File: config.mk
export PLATFORM = sky130hd
export DESIGN_NAME = dlfloat_round_pipe
export DESIGN_NICKNAME = d
export VERILOG_FILES = /design/src/rtl/dlfloat_round_pipe.sv
export SDC_FILE = /design/constraint.sdc
export NUM_CORES = 1
export LEC_CHECK = 0
export ABC_AREA = 1
export CAP_MARGIN = 0
export CELL_PAD_IN_SITES_DETAIL_PLACEMENT = 1
export CELL_PAD_IN_SITES_GLOBAL_PLACEMENT = 1
export CORE_MARGIN = 4
export CORE_UTILIZATION = 34
export DETAILED_ROUTE_END_ITERATION = 10
export PLACE_DENSITY = 0.8
export SETUP_SLACK_MARGIN = 0.3
export SYNTH_ARGS = -nofsm -noshare
export SYNTH_HDL_FRONTEND = slang
export SYNTH_SLANG_ARGS = --single-unit
File: constraint.sdc
create_clock -name clk -period 2.4 [get_ports clk]
set_input_delay 0.6 -clock clk [delete_from_list [all_inputs] [get_ports clk]]
set_output_delay 0.6 -clock clk [all_outputs]
set_load 0.1 [all_outputs]
File: src/rtl/dlfloat_round_pipe.sv
// rtl/dlfloat_round_pipe.sv - two-stage DLfloat rounding pipeline with valid/ready handshake
// Optional sticky exception flags when DLFLOAT_ROUND_STICKY_FLAGS_EN is defined.
module dlfloat_round_pipe #(
  parameter int EW = 6,
  parameter int MW = 9,
  parameter int GW = 4
) (
  input  logic                  clk,
  input  logic                  rst_n,
  input  logic                  in_valid,
  output logic                  in_ready,
  input  logic [EW+MW+GW:0]     in_data,
  input  logic [2:0]            in_rm,
  output logic                  out_valid,
  input  logic                  out_ready,
  output logic [EW+MW:0]        out_data,
  output logic                  out_inexact,
  output logic                  out_overflow,
`ifdef DLFLOAT_ROUND_STICKY_FLAGS_EN
  input  logic                  flag_clr,
  output logic [2:0]            sticky_flags,
`endif
  output logic                  out_bad_rm
);

  localparam int DW = 1 + EW + MW + GW;

  logic          en1, en2;
  logic          s1_valid;
  logic          s1_sign;
  logic [EW-1:0] s1_exp;
  logic [MW-1:0] s1_mant;
  logic          s1_g, s1_r, s1_s;
  logic [2:0]    s1_rm;

  logic          bad_rm, special, any_grs, inc_raw, inc, inexact, overflow;
  logic [EW+MW:0] sum;
  logic [EW+MW:0] result;

  assign en2      = !out_valid || out_ready;
  assign en1      = !s1_valid || en2;
  assign in_ready = en1;

  always_ff @(posedge clk or negedge rst_n) begin
    if (!rst_n) begin
      s1_valid <= 1'b0;
      s1_sign  <= 1'b0;
      s1_exp   <= '0;
      s1_mant  <= '0;
      s1_g     <= 1'b0;
      s1_r     <= 1'b0;
      s1_s     <= 1'b0;
      s1_rm    <= 3'd0;
    end else if (en1) begin
      s1_valid <= in_valid;
      if (in_valid) begin
        s1_sign <= in_data[DW-1];
        s1_exp  <= in_data[DW-2 -: EW];
        s1_mant <= in_data[GW +: MW];
        s1_g    <= in_data[GW-1];
        s1_r    <= in_data[GW-2];
        s1_s    <= |in_data[GW-3:0];
        s1_rm   <= in_rm;
      end
    end
  end

  always_comb begin
    bad_rm  = (s1_rm > 3'd4);
    special = (&s1_exp) && (&s1_mant);
    any_grs = s1_g | s1_r | s1_s;
    inc_raw = 1'b0;
    case (s1_rm)
      3'd1:    inc_raw = 1'b0;
      3'd2:    inc_raw = any_grs & ~s1_sign;
      3'd3:    inc_raw = any_grs & s1_sign;
      3'd4:    inc_raw = s1_g;
      default: inc_raw = s1_g & (s1_r | s1_s | s1_mant[0]);
    endcase
    inc     = inc_raw & ~special;
    inexact = any_grs & ~special;
    // Carry out of the mantissa naturally bumps the exponent in this joint add.
    sum      = {1'b0, s1_exp, s1_mant} + {{(EW+MW){1'b0}}, inc};
    overflow = ~special & (sum[EW+MW] | (&sum[EW+MW-1:0]));
    if (special)
      result = {s1_sign, s1_exp, s1_mant};
    else if (overflow)
      result = {s1_sign, {EW{1'b1}}, {(MW-1){1'b1}}, 1'b0};
    else
      result = {s1_sign, sum[EW+MW-1:0]};
  end

  always_ff @(posedge clk or negedge rst_n) begin
    if (!rst_n) begin
      out_valid    <= 1'b0;
      out_data     <= '0;
      out_inexact  <= 1'b0;
      out_overflow <= 1'b0;
      out_bad_rm   <= 1'b0;
    end else if (en2) begin
      out_valid <= s1_valid;
      if (s1_valid) begin
        out_data     <= result;
        out_inexact  <= inexact | overflow;
        out_overflow <= overflow;
        out_bad_rm   <= bad_rm;
      end
    end
  end

`ifdef DLFLOAT_ROUND_STICKY_FLAGS_EN
  always_ff @(posedge clk or negedge rst_n) begin
    if (!rst_n)
      sticky_flags <= 3'b000;
    else
      sticky_flags <= (flag_clr ? 3'b000 : sticky_flags) |
                      ((out_valid && out_ready) ? {out_bad_rm, out_overflow, out_inexact} : 3'b000);
  end
`endif

endmodule

==> results.py <==
metrics = {
    "timing": {
        "fin_skew_ns": 0.0110,
        "fin_crit_sh_pct": 126,
        "slew_violations": 0,
        "setup_violations": 17,
        "finalSetupTns_ns": -8.59,
        "whs_ns": 0.258,
        "max_freq_mhz": 330,
        "relSlewSlack_pct": 64.7,
        "worst_slew_pin_slew_ns": 0.529,
        "period_minus_slack_ns": 3.03,
        "layout_setup_ws_ns": -0.633,
        "finalHoldViolations": 0,
        "rsz0062_at_grt": "yes",
    },
    "place": {
        "gp_congestion": 0.852,
        "port_buffers": 47,
        "dp_cells": 535,
        "hpwl_um": 6300,
        "dpl_worst_slack_ns": -0.233,
        "dpl-instance-area_um2": 3450,
    },
    "layout": {
        "final_cell_count_no_fill": 574,
        "mostFrequentLayoutCells": "nand2_1 (106), buf_4 (93), dfrtp_1 (39)",
        "drive_gt1_share_pct": 37.7,
        "postLayoutCellArea_um2": 3980,
        "n_antenna_cell": 0,
        "finalNetCount": 503,
        "synthToLayoutAreaGrowth_pct": 57.9,
        "final_common_cell": "nand2_1",
    },
    "detailed_routing": {
        "routedWlPerCell_um": 18.0,
        "ant_nets": 0,
        "met2WireLength_um": 5360,
        "drt_first_pass_iters": 5,
        "via_count": 2930,
        "met1_length_um": 4150,
        "wirelength_um": 10400,
        "drt_iter0_drc": 213,
        "viasPerCell": 5.10,
        "top_layer": "met4",
        "wl_met3_um": 468,
        "route.detailed.drc": 0,
    },
    "critical_path": {
        "crit_type": "flip-flop to flip-flop",
        "worstPathArrival_ns": 3.27,
        "critical_path.max_fanout": 8,
        "end_kind": "flip-flop",
        "start_kind": "flip-flop",
        "cp.required_ns": 2.64,
        "r2r_cells": 18,
    },
    "grt": {
        "grt_pass1_wl_um": 15100,
        "first_global_vias": 2975,
        "antenna_found_initial": 0,
        "grt_max_degree": 39,
        "globalRoute.totalOverflow": 0,
        "grt_usage_pct": 21.9,
    },
    "run_status": {
        "violations": "negative setup slack",
        "status": "complete, but fails checks",
    },
    "die": {
        "initial_utilization_pct": 34.9,
        "core_region_area_um2": 7210,
        "die_height_um": 94.1,
        "pin_count": 48,
        "die_area_um2": 8850,
        "die_x_um": 94.1,
        "rows": 31,
    },
    "synthesis": {
        "avgSynthCellArea_um2": 7.20,
        "synth_nets": 379,
        "yosys_warnings": 0,
        "ys_types": 27,
        "seq_area_frac_synth_pct": 42.7,
        "synth_area_um2": 2520,
        "syn-instance-count": 350,
        "synth-seq-cells": 43,
    },
    "worst_hold_path": {
        "hold_path_class": "input port to async pin",
    },
    "clock_network": {
        "clkTransAtPathRegs_ns": 0.09,
        "cts_sinks": 43,
        "cts_buffers": 5,
        "ctsHoldBuffers": 0,
        "htree_levels": 2,
        "clock_path_buffers": 2,
        "cts-root-buf": "clkbuf_8",
        "tritoncts": "built",
        "insertion_delay_ns": 0.31,
    },
    "pwr": {
        "vdd.ir_drop.worst_mv": 0.267,
        "p_leak_nw": 2.01,
        "power_density_nw_per_um2": 842,
    },
    "job": {
        "drv_cap": 0,
    },
}
[worst paths after layout]
check / from / end / slack, ns
worst max-delay path: s1_sign / out_data[10] / -0.63
worst min-delay path: rst_n / out_data[1] / 0.26
worst max register to register: s1_sign / out_data[10] / -0.63
worst min register to register: out_data[2] / out_data[2] / 0.48
max in group asynchronous: rst_n / s1_mant[7] / 1.52
min in group clk: out_data[2] / out_data[2] / 0.48
[metrics by stage]
step	utilization [%]	total power [mW]
2_1_floorplan	-	2.16
3_3_place_gp	47.9	2.65
3_5_place_dp	47.9	2.70
4_1_cts	52.4	3.22
5_1_grt	55.1	3.50
6_report	55.1	3.35
[report_power, final]
| group | switching, mW | internal [mW] | total, mW |
|---|---|---|---|
| clock network | 0.275 | 0.204 | 0.479 |
| registers | 0.125 | 0.882 | 1.01 |
| logic | 1.33 | 0.530 | 1.86 |
[metal layers]
layer | global-route usage (%) | vias up
met5 | 0 | -
met4 | 8.42 | 0
met3 | 3.21 | 31
met2 | 38.0 | 88
met1 | 27.1 | 1446
li1 | - | 1365
[cell usage after synthesis, drive strengths merged]
library cell,n,area share [%]
o21ai,23,4.6
o31ai,1,0.30
nor2,39,7.9
nor3,8,1.6
buf,2,0.65
o21bai,4,1.3
xnor2,1,0.35
inv,38,5.7
nand3,31,6.7
clkbuf,5,0.75
dfrtp,43,43
nand2,138,22
nand3b,4,1.2
nand4,8,2.0
a2111oi,1,0.35
o32ai,1,0.35
a31oi,1,0.25
ha,2,0.99
[registers in the layout (all words and copies together), names as in the netlist, 3 cells and up]
register and flops:
out_data 16, s1_mant 9, s1_exp 6, s1_rm 3
[area by class of cell]
class,instances,area (um^2)
well taps,99,124
flip-flops and latches,43,1080
fillers,924,3240
clock inverters,2,12.5
repair buffers,123,1020
inverters,38,145
clock buffers,6,72.6
multi-input cells,263,1530
[worst max-delay path, cell delays in order (launching register included)]
cell	delay [ns]
dfrtp_1	0.44
xnor2_2	0.20
nand2_1	0.09
o32ai_2	0.34
nand2_2	0.17
inv_4	0.12
ha_4	0.16
nand2_4	0.08
nor2_8	0.17
nand2_2	0.08
nand2_2	0.12
nand2_1	0.08
nor2_1	0.19
nand2_1	0.15
nor2_4	0.16
nand3_4	0.12
nand3b_1	0.11
nand2_1	0.06
nand2_1	0.10
[logic make-up after synthesis]
logic type | synth area share [%]
AOI/OAI and AO/OA | 7.15
DFF | 42.7
and+or+nand+nor | 41.7
xor gates and xnor gates | 0.348
buffers and inverters | 7.05
adders and majority gates | 0.993
[repair_timing]
item / in CTS / in global routing
setup buffers: 21 / 9
cloned: 1 / 0
setup endpoints to repair: 17 / 17
pin swaps: 9 / 11
resized for setup: 19 / 32
(Power assumes the default switching activity.)
